<file path="src/rtl/perceptron_pkg.sv">
// perceptron_pkg: shared types and constants for the perceptron trainer.
//   state_t              : trainer sequencing states (IDLE, ACCUM, DECIDE, UPDATE)
//   DEF_N_IN / DEF_WEIGHT_W / DEF_ACC_W : default widths
//   weight_max/weight_min: saturation bounds of a two's complement weight
//   WEIGHT_MAX/WEIGHT_MIN: bounds for the default weight width
package perceptron_pkg;

  typedef enum logic [1:0] {IDLE, ACCUM, DECIDE, UPDATE} state_t;

  localparam int DEF_N_IN     = 8;
  localparam int DEF_WEIGHT_W = 8;
  localparam int DEF_ACC_W    = 12;

  function automatic int weight_max(input int w);
    return (1 << (w - 1)) - 1;
  endfunction

  function automatic int weight_min(input int w);
    return -(1 << (w - 1));
  endfunction

  localparam int WEIGHT_MAX = weight_max(DEF_WEIGHT_W);
  localparam int WEIGHT_MIN = weight_min(DEF_WEIGHT_W);

endpackage

</file>
<file path="src/rtl/perceptron_trainer_if.sv">
// perceptron_trainer_if: sample handshake and result signals of the trainer.
//   sample_valid/sample_ready : sample offer / accept handshake
//   sample_in, sample_label, threshold : sample payload, captured at handshake
//   result_valid, predict, mistake     : per-sample decision outputs
//   master : sample source, slave : trainer
interface perceptron_trainer_if import perceptron_pkg::*; #(
  parameter int N_IN  = DEF_N_IN,
  parameter int ACC_W = DEF_ACC_W
);
  logic                    sample_valid;
  logic                    sample_ready;
  logic [N_IN-1:0]         sample_in;
  logic                    sample_label;
  logic signed [ACC_W-1:0] threshold;
  logic                    result_valid;
  logic                    predict;
  logic                    mistake;

  modport master (
    output sample_valid, sample_in, sample_label, threshold,
    input  sample_ready, result_valid, predict, mistake
  );

  modport slave (
    input  sample_valid, sample_in, sample_label, threshold,
    output sample_ready, result_valid, predict, mistake
  );
endinterface

</file>
<file path="src/rtl/perceptron_sat_add.sv">
// perceptron_sat_add: combinational signed saturating add of a weight and a +/-LR step.
//   a  : signed WEIGHT_W operand
//   up : 1 adds LR, 0 subtracts LR
//   y  : result clamped to [weight_min, weight_max]
// LR is assumed smaller than 2**WEIGHT_W (two guard bits hold the raw sum).
module perceptron_sat_add import perceptron_pkg::*; #(
  parameter int          WEIGHT_W = DEF_WEIGHT_W,
  parameter int unsigned LR       = 1
) (
  input  logic signed [WEIGHT_W-1:0] a,
  input  logic                       up,
  output logic signed [WEIGHT_W-1:0] y
);
  localparam int SW = WEIGHT_W + 2;
  localparam logic signed [SW-1:0] HI   = SW'(weight_max(WEIGHT_W));
  localparam logic signed [SW-1:0] LO   = SW'(weight_min(WEIGHT_W));
  localparam logic signed [SW-1:0] STEP = SW'(LR);

  logic signed [SW-1:0] a_ext;
  logic signed [SW-1:0] sum;

  always_comb begin
    a_ext = {{2{a[WEIGHT_W-1]}}, a};
    sum   = up ? (a_ext + STEP) : (a_ext - STEP);
    if (sum > HI)      y = HI[WEIGHT_W-1:0];
    else if (sum < LO) y = LO[WEIGHT_W-1:0];
    else               y = sum[WEIGHT_W-1:0];
  end
endmodule

</file>
<file path="src/rtl/perceptron_trainer.sv">
// perceptron_trainer: owns the signed weight vector and applies the perceptron
// learning rule, one input bit per cycle.
//   clk, reset   : clock, asynchronous active-high reset
//   sif (slave)  : sample handshake in, predict/mistake/result_valid out
//   clear_errors : synchronous clear of err_count
//   weights_out  : weight i at [i*WEIGHT_W +: WEIGHT_W], live registers
//   err_count    : saturating mistake counter
// Optional macro PERCEPTRON_BIAS_EN adds a trained bias register and bias_out.
module perceptron_trainer import perceptron_pkg::*; #(
  parameter int          N_IN     = DEF_N_IN,
  parameter int          WEIGHT_W = DEF_WEIGHT_W,
  parameter int          ACC_W    = DEF_ACC_W,
  parameter int unsigned LR       = 1,
  parameter int          ERR_W    = 16
) (
  input  logic                       clk,
  input  logic                       reset,
  perceptron_trainer_if.slave        sif,
  input  logic                       clear_errors,
  output logic [N_IN*WEIGHT_W-1:0]   weights_out,
  output logic [ERR_W-1:0]           err_count
`ifdef PERCEPTRON_BIAS_EN
  ,
  output logic signed [WEIGHT_W-1:0] bias_out
`endif
);
  localparam int IDX_W = (N_IN > 1) ? $clog2(N_IN) : 1;
  localparam int CNT_W = IDX_W + 1;
  localparam logic [CNT_W-1:0] LAST_ACC = CNT_W'(N_IN - 1);
`ifdef PERCEPTRON_BIAS_EN
  // Bias takes one extra UPDATE slot after the last weight.
  localparam logic [CNT_W-1:0] LAST_UPD = CNT_W'(N_IN);
`else
  localparam logic [CNT_W-1:0] LAST_UPD = CNT_W'(N_IN - 1);
`endif

  state_t                     state;
  logic [CNT_W-1:0]           idx;
  logic [N_IN-1:0]            s_in;
  logic                       s_label;
  logic signed [ACC_W-1:0]    s_thr;
  logic signed [ACC_W-1:0]    acc;
  logic signed [WEIGHT_W-1:0] w [N_IN];

  logic [IDX_W-1:0]           wi;
  logic signed [ACC_W-1:0]    w_ext;
  logic signed [WEIGHT_W-1:0] upd_a;
  logic signed [WEIGHT_W-1:0] upd_y;
  logic                       upd_bias;
  logic                       predict_d;
  logic                       count_now;

  assign wi    = idx[IDX_W-1:0];
  assign w_ext = {{(ACC_W-WEIGHT_W){w[wi][WEIGHT_W-1]}}, w[wi]};

`ifdef PERCEPTRON_BIAS_EN
  logic signed [WEIGHT_W-1:0] bias;
  logic signed [ACC_W:0]      net;
  logic signed [ACC_W:0]      thr_ext;

  assign upd_bias  = (idx == CNT_W'(N_IN));
  assign net       = {acc[ACC_W-1], acc} + {{(ACC_W+1-WEIGHT_W){bias[WEIGHT_W-1]}}, bias};
  assign thr_ext   = {s_thr[ACC_W-1], s_thr};
  assign predict_d = (net >= thr_ext);
  assign upd_a     = upd_bias ? bias : w[wi];
  assign bias_out  = bias;
`else
  assign upd_bias  = 1'b0;
  assign predict_d = (acc >= s_thr);
  assign upd_a     = w[wi];
`endif

  assign count_now = (state == DECIDE) && (predict_d ^ s_label);

  // One adder serves both weight and bias updates.
  perceptron_sat_add #(.WEIGHT_W(WEIGHT_W), .LR(LR)) u_sat (
    .a  (upd_a),
    .up (s_label),
    .y  (upd_y)
  );

  always_ff @(posedge clk or posedge reset) begin
    if (reset) begin
      state            <= IDLE;
      idx              <= '0;
      acc              <= '0;
      s_in             <= '0;
      s_label          <= 1'b0;
      s_thr            <= '0;
      w                <= '{default: '0};
`ifdef PERCEPTRON_BIAS_EN
      bias             <= '0;
`endif
      sif.sample_ready <= 1'b1;
      sif.result_valid <= 1'b0;
      sif.predict      <= 1'b0;
      sif.mistake      <= 1'b0;
    end else begin
      sif.result_valid <= 1'b0;
      case (state)
        IDLE: begin
          if (sif.sample_valid && sif.sample_ready) begin
            s_in             <= sif.sample_in;
            s_label          <= sif.sample_label;
            s_thr            <= sif.threshold;
            acc              <= '0;
            idx              <= '0;
            sif.sample_ready <= 1'b0;
            state            <= ACCUM;
          end
        end
        ACCUM: begin
          if (s_in[wi]) acc <= acc + w_ext;
          if (idx == LAST_ACC) begin
            idx   <= '0;
            state <= DECIDE;
          end else begin
            idx <= idx + CNT_W'(1);
          end
        end
        DECIDE: begin
          sif.predict      <= predict_d;
          sif.mistake      <= predict_d ^ s_label;
          sif.result_valid <= 1'b1;
          idx              <= '0;
          if (predict_d ^ s_label) begin
            state <= UPDATE;
          end else begin
            sif.sample_ready <= 1'b1;
            state            <= IDLE;
          end
        end
        UPDATE: begin
`ifdef PERCEPTRON_BIAS_EN
          if (upd_bias) bias <= upd_y;
          else if (s_in[wi]) w[wi] <= upd_y;
`else
          if (!upd_bias && s_in[wi]) w[wi] <= upd_y;
`endif
          if (idx == LAST_UPD) begin
            sif.sample_ready <= 1'b1;
            state            <= IDLE;
          end else begin
            idx <= idx + CNT_W'(1);
          end
        end
        default: state <= IDLE;
      endcase
    end
  end

  // A mistake landing with clear_errors counts into the freshly cleared value.
  always_ff @(posedge clk or posedge reset) begin
    if (reset) begin
      err_count <= '0;
    end else if (clear_errors) begin
      err_count <= count_now ? ERR_W'(1) : '0;
    end else if (count_now && (err_count != '1)) begin
      err_count <= err_count + ERR_W'(1);
    end
  end

  always_comb begin
    weights_out = '0;
    for (int unsigned i = 0; i < N_IN; i++) weights_out[i*WEIGHT_W +: WEIGHT_W] = w[i];
  end
endmodule

</file>
<file path="src/flat_wrapper.sv">
// flat-port wrapper written by rule: the top's interface ports become plain ports
module perceptron_trainer_flat import perceptron_pkg::*;
#(
  parameter int          N_IN     = DEF_N_IN,
  parameter int          WEIGHT_W = DEF_WEIGHT_W,
  parameter int          ACC_W    = DEF_ACC_W,
  parameter int unsigned LR       = 1,
  parameter int          ERR_W    = 16
)
  (clk, reset, clear_errors, weights_out, err_count, sif_sample_valid, sif_sample_in, sif_sample_label, sif_threshold, sif_sample_ready, sif_result_valid, sif_predict, sif_mistake);
  perceptron_trainer_if #(.N_IN(N_IN), .ACC_W(ACC_W)) sif_i ();
  input  logic clk;
  input  logic reset;
  input  logic clear_errors;
  output logic [N_IN*WEIGHT_W-1:0] weights_out;
  output logic [ERR_W-1:0] err_count;
  input wire logic [$bits(sif_i.sample_valid)-1:0] sif_sample_valid;
  input wire logic [$bits(sif_i.sample_in)-1:0] sif_sample_in;
  input wire logic [$bits(sif_i.sample_label)-1:0] sif_sample_label;
  input wire logic [$bits(sif_i.threshold)-1:0] sif_threshold;
  output wire logic [$bits(sif_i.sample_ready)-1:0] sif_sample_ready;
  output wire logic [$bits(sif_i.result_valid)-1:0] sif_result_valid;
  output wire logic [$bits(sif_i.predict)-1:0] sif_predict;
  output wire logic [$bits(sif_i.mistake)-1:0] sif_mistake;
  assign sif_i.sample_valid = sif_sample_valid;
  assign sif_i.sample_in = sif_sample_in;
  assign sif_i.sample_label = sif_sample_label;
  assign sif_i.threshold = sif_threshold;
  assign sif_sample_ready = sif_i.sample_ready;
  assign sif_result_valid = sif_i.result_valid;
  assign sif_predict = sif_i.predict;
  assign sif_mistake = sif_i.mistake;
  perceptron_trainer #(.N_IN(N_IN), .WEIGHT_W(WEIGHT_W), .ACC_W(ACC_W), .LR(LR), .ERR_W(ERR_W)) u_core (.clk(clk), .reset(reset), .sif(sif_i), .clear_errors(clear_errors), .weights_out(weights_out), .err_count(err_count));
endmodule
</file>
<file path="config.mk">
export PLATFORM = sky130hd
export DESIGN_NAME = perceptron_trainer_flat
export DESIGN_NICKNAME = d
export VERILOG_FILES = /design/src/rtl/perceptron_pkg.sv /design/src/rtl/perceptron_trainer_if.sv /design/src/rtl/perceptron_sat_add.sv /design/src/rtl/perceptron_trainer.sv /design/src/flat_wrapper.sv
export SDC_FILE = /design/constraint.sdc
export NUM_CORES = 1
export LEC_CHECK = 0
export ABC_AREA = 1
export CAP_MARGIN = 10
export CORE_MARGIN = 2
export CORE_UTILIZATION = 50
export DETAILED_ROUTE_END_ITERATION = 8
export MAX_ROUTING_LAYER = met4
export PLACE_DENSITY = 0.83
export SLEW_MARGIN = 5
export SYNTH_ARGS = -nofsm -noshare
export SYNTH_HDL_FRONTEND = slang
export SYNTH_SLANG_ARGS = --single-unit
</file>
<file path="constraint.sdc">
create_clock -name clk -period 3.9 [get_ports clk]
set_input_delay 0.39 -clock clk [delete_from_list [all_inputs] [get_ports clk]]
set_output_delay 0.39 -clock clk [all_outputs]
set_load 0.05 [all_outputs]
</file>
# --- After elaboration in Yosys (flattened, before gate mapping) ---
# Cells that the tools add are included.
totals:
  ff_bits: 123
  in_bits: 25
  output_inout_bits: 84
  wordCells: 88
op_classes:
  addsub: 5
  magnitude_cmp: 6
  n_eq_ne: 11
  muxes: 31
  bitwise: 2
  n_reduce_logical: 14
op_table:
  columns: ["op", "count"]
  rows:
  - ["bitwise mux 64 bit", 1]
  - ["2-to-1 mux 8 bit", 5]
  - ["2-to-1 mux 16 bit", 2]
  - ["binary-select mux 8 bit (select 3 bit)", 1]
  - ["demux 8 bit (select 3 bit)", 1]
  - ["2-to-1 mux 12 bit", 2]
  - ["case mux 12 bit (2 select lines)", 1]
  - ["adder 16 x 1 -> 16 bit (second input constant)", 1]
  - ["!= test 16 bit (second input constant)", 1]
  - ["case mux 4 bit (4 select lines)", 1]
  - ["adder 12 x 8 -> 12 bit", 1]
  - ["greater-or-equal comparator 12 bit", 1]
  - ["2-to-1 mux 4 bit", 3]
  - ["> comparator 10 x 8 -> 1 bit (second input constant)", 1]
  - ["less-than comparator 10 x 8 -> 1 bit (second input constant)", 1]
  - ["2-to-1 mux 10 bit", 1]
  - ["adder 8 x 2 -> 9 bit (second input constant)", 1]
  - ["subtractor 8 x 2 -> 9 bit (second input constant)", 1]
  - ["2-to-1 mux 2 bit", 4]
  - ["!= test 2 x 1 -> 1 bit (second input constant)", 4]
  - ["case mux 2 bit (4 select lines)", 1]
  - ["2-to-1 mux 1 bit", 6]
  - ["AND reduction 2 bit", 3]
  - ["AND reduction 3 bit", 2]
  - ["other kinds (17)", 23]

# --- Depth between registers and ports, before layout ---
depth:
  depth_word: 10
  mapped_depth: 20
  depth_no_buf: 19

# --- Cells and area by module ---
# Synthesis repeated with hierarchy kept, for this count alone.
unflattened:
  hier_cells: 857
  hier_area_um2: 6951.7
by_module_without_submodules:
  columns: ["mod", "instances", "cells_per_inst", "area_per_inst_um2", "seq_area_each_um2"]
  rows:
  - ["perceptron_trainer", 1, 764, 6446.2, 3079.2]
  - ["perceptron_sat_add", 1, 93, 505.5, 0.0]

# --- Worst setup path before layout ---
# No wires, ideal clock.
synth_timing:
  path_type: "reg-to-reg"
  from: "register u_core.idx[0]"
  to: "register u_core.w, in the netlist u_core.weights_out[25]"
  setup_ps: 66
  arrival_time_ps: 3138
  required_time_ps: 3834
  path_slack_ps: 696
  path_stages_with_launch: 20
  n_path_buf: 3
  period_less_slack_ps: 3204
  cell_sequence: "dfrtp_1 -> buf_6 -> nand3_1 -> inv_1 -> nand2_1 -> nand2_1 -> a221oi_1 -> nand2_1 -> ha_1 -> inv_2 -> nor3_1 -> nand2_1 -> o211ai_2 -> xor2_2 -> inv_2 -> nand3_2 -> buf_4 -> buf_6 -> nand3_1 -> nand2_1"
synth_between:
  elab_chain_len: 10
  elab_cells_between_ends: 20
  cone_classes: "add/sub: 2; order compare: 4; mux: 11; bitwise: 1; reduce/logical: 2"
synth_rtl:
  columns: ["element", "line_no", "source"]
  rows:
  - ["from (decl)", "perceptron_trainer.sv:38", "logic [CNT_W-1:0] idx;"]
  - ["from (signal assigned)", "perceptron_trainer.sv:118", "idx <= idx + CNT_W'(1);"]
  - ["from (signal assigned)", "perceptron_trainer.sv:144", "idx <= idx + CNT_W'(1);"]
  - ["inverter 3 -> 4 bit (not written as such)", "perceptron_trainer.sv:70, perceptron_trainer.sv:138", null]
  - ["binary-select mux 8 bit (select 3 bit)", "perceptron_trainer.sv:70", "assign upd_a = w[wi];"]
  - ["2-to-1 mux 8 bit (not written as such) (2 in a row)", "perceptron_trainer.sv:70", null]
  - ["subtractor 8 x 2 -> 9 bit / adder 8 x 2 -> 9 bit (equally long branches)", "perceptron_sat_add.sv:24", "sum = up ? (a_ext + STEP) : (a_ext - STEP);"]
  - ["2-to-1 mux 10 bit", "perceptron_sat_add.sv:24", null]
  - ["less-than comparator 10 x 8 -> 1 bit", "perceptron_sat_add.sv:26", "else if (sum < LO) y = LO[WEIGHT_W-1:0];"]
  - ["2-to-1 mux 8 bit", "perceptron_sat_add.sv:26", null]
  - ["2-to-1 mux 8 bit", "perceptron_sat_add.sv:25", "if (sum > HI) y = HI[WEIGHT_W-1:0];"]
  - ["bitwise mux 64 bit", "perceptron_trainer.sv:138", "if (!upd_bias && s_in[wi]) w[wi] <= upd_y;"]
  - ["to (signal, indexed assignment)", "perceptron_trainer.sv:138", null]
  - ["to (decl)", "perceptron_trainer.sv:43", "logic signed [WEIGHT_W-1:0] w [N_IN];"]
# Several ways; a longest one is shown, not always the timed one. The select of a mux whose other input is x is not followed.
# A chain may end at the register's enable or synchronous reset.

# --- Worst setup path after layout ---
layout_timing:
  from: "register u_core.idx[0]"
  to: "register u_core.w, in the netlist u_core.weights_out[5]"
# The elaborated chain is that of the path after synthesis.

==> flow_summary.yaml <==
cells_and_area:
  antennaDiodeCount: 0
  most-common-layout-cells: "nand2_1 (311), dfrtp_1 (121), clkdlybuf4s50_1 (108)"
  nets: 1079
  final_area_um2: 9100
  areaGrowthSynthToFinish_pct: 26.1
  final_common_cell: "nand2_1"
  drive_gt1_frac: 0.0921
timing:
  fin_hold_ws_ns: 0.470
  fin_crit_ns: 3.74
  tightest_slew_ns: 0.904
  finalSetupViolCount: 0
  final.setup.tns_ns: 0
  finalCritPeriodShare: 0.959
  hold_viol: 0
  drv_slew: 0
  maxSlewHeadroom: 0.397
  fmax_mhz: 267
  clock_skew_ns: 0.00913
clock_tree:
  cts_root_buffer: "clkbuf_16"
  cts_tree: "done"
  cts.reportedPaths.clkPinSlew_ns: 0.06
  cts_buffer_depth: 2
  htreeDepth: 4
  post_cts_resized: 0
  cts_buffers: 17
  post_cts_buffers: 0
  clk_latency_ns: 0.43
  cts.hold.buffers_added: 0
  clkSinkCount: 123
yosys:
  synthArstFlopShare: 1.00
  syn_inst: 902
  ys_seq_elements: 123
  yosys-top-cells-area: "dfrtp_1 (42%), nand2_1 (16%), nand3_1 (6.7%)"
  yosysWarnings: 0
  seq_area_frac_synth: 0.427
  dominantRegCellSynth: "dfrtp_1"
  postSynthAreaPerCell_um2: 8.00
  synth_nets: 962
  synth_cell_types: 51
  synth-edff-count: 0
  yosysTopAreaCellShare: 0.423
  yosysTopAreaCell: "dfrtp_1"
  synth_area_um2: 7220
power_and_ir_drop:
  power.leakage_nw: 4.70
  finalPower_mw: 8.34
  ir_drop_uv: 761
  cellPowerDensity_nw_per_um2: 916
global_routing:
  grt_pass1_vias: 6401
  grt_pass1_wl_um: 33000
  grt_max_degree: 69
  overflow: 0
  antenna_found_initial: 0
  grt.total_usage: 0.291
setup_path:
  regToRegSetupSlack_ns: 0.16
  max_stage_delay_ns: 0.47
  crit_chain: "buf_4, nand3_2, inv_1, a22o_1, a221oi_1, nand4_1, ha_1, inv_1, nor3_1, nand2_1, o211ai_2, xor2_2, nand2_2, nand2_1, nand3_1, nand2_1"
  path_buf_inv: 3
  critPathArrivalTime_ns: 4.11
  crit_type: "reg -> reg"
  cpLargestDelayFamily: "simple AND/OR/NAND/NOR gates"
  crit_slowest_cell: "dfrtp_1"
  worst_ep_required_time_ns: 4.27
  path_max_fanout: 8
  start_kind: "flop"
  timing.critical_path.mode_cell: "nand2_1"
  endpoint_kind: "flop"
drt:
  drt_iter0_drc: 795
  vias: 6761
  wl_per_cell_um: 17.2
  firstDrtPassIters: 5
  finalWirelength_um: 20800
  drc: 0
  via_per_inst: 5.58
  ant_nets: 0
run_status:
  outcome: "finished clean"
floorplanning:
  chipWidth_um: 124
  coreArea_um2: 14000
  start_util: 0.516
  ios: 109
  num_rows: 43
  dieArea_um2: 15400
  die_h_um: 124
place:
  dpl.hpwl_um: 15000
  port-buffer-count: 108
  place_area_um2: 8490
  gp_congestion: 0.961
min_path:
  worstHoldPathType: "reg -> reg"
run:
  max_cap_violations: 0
## layer usage
layer	track usage	vias up	part of all wire
met4	0.123	0	0.029
met3	0.0678	60	0.079
met5	-	-	0
met2	0.440	323	0.47
met1	0.376	3139	0.42
li1	-	3239	-
## per-stage QoR
stage,std cells,utilization,setup slack [ns]
after floorplan,902,-,0.241
after global placement,1180,0.607,0.365
after detailed placement,1180,0.607,0.243
after CTS,1212,0.650,0.185
after global routing,1212,0.651,-0.00599
final,1212,0.651,0.159
## cells by family (layout without fill, tap and decap cells)
kind of cell,after synthesis,count (layout),share of synthesized area
AND/OR/NAND/NOR,511,511,0.333
flip-flops,123,123,0.427
buffers and inverters,110,240,0.0664
AO/OA/AOI/OAI,103,103,0.0858
adder cells (fa/ha/maj),35,35,0.0627
XOR/XNOR,20,20,0.0253
## sequential cells by signal, summed over array words and instances, names as in the netlist
| register | cells |
|---|---|
| u_core.sif.result_valid | 1 |
| u_core.idx | 4 |
| u_core.sif.sample_ready | 1 |
| u_core.s_label | 1 |
| u_core.state | 2 |
| u_core.weights_out | 64 |
| u_core.s_in | 8 |
| u_core.sif.mistake | 1 |
| u_core.s_thr | 12 |
| u_core.err_count | 16 |
| u_core.acc | 12 |
| u_core.sif.predict | 1 |
## synthesized netlist by cell type, types with 3 or more instances
master	instances
nand4_1	26
a22o_1	6
dfrtp_1	122
nor3_1	11
clkbuf_1	9
inv_2	7
xnor2_1	3
o21ai_0	34
a22oi_1	8
buf_4	4
nor4_1	3
a221oi_1	6
nand2_2	4
nor2_8	8
xor2_1	16
inv_1	75
o21ai_1	7
nand3_1	96
nor2_1	31
buf_6	4
a21oi_1	30
nand2_1	312
nand3_2	7
inv_4	7
ha_1	33
buf_2	3
## power by group
| part | leakage (nW) | internal [mW] | switching [mW] |
|---|---|---|---|
| sequential | 1.63 | 1.65 | 0.378 |
| combinational | 2.79 | 1.36 | 3.33 |
| clock | 0.283 | 0.971 | 0.649 |
## path summary, 6_finish.rpt
| check | end | cells past startpoint | startpoint |
|---|---|---|---|
| max | u_core.weights_out[5] | 16 | u_core.idx[0] |
| min | u_core.s_in[3] | 2 | u_core.s_in[3] |
| max reg2reg | u_core.weights_out[5] | 16 | u_core.idx[0] |
| min reg2reg | u_core.s_in[3] | 2 | u_core.s_in[3] |
| max in group asynchronous | u_core.weights_out[39] | 3 | reset |
| min in group asynchronous | u_core.err_count[15] | 2 | reset |
## worst min-delay path, cell delays in order (launching register included)
cell	delay [ns]
dfrtp_1	0.34
nand2_1	0.05
nand2_1	0.05
## area by class of cell
| type | instances | area, um2 |
|---|---|---|
| clock buffer | 18 | 439 |
| clock inverter | 14 | 161 |
| fill | 1138 | 4890 |
| inverter | 89 | 354 |
| multi-input combinational | 669 | 3670 |
| sequential | 123 | 3080 |
| tap | 180 | 225 |
| timing repair buffer | 119 | 1170 |
(Power assumes the default switching activity.)
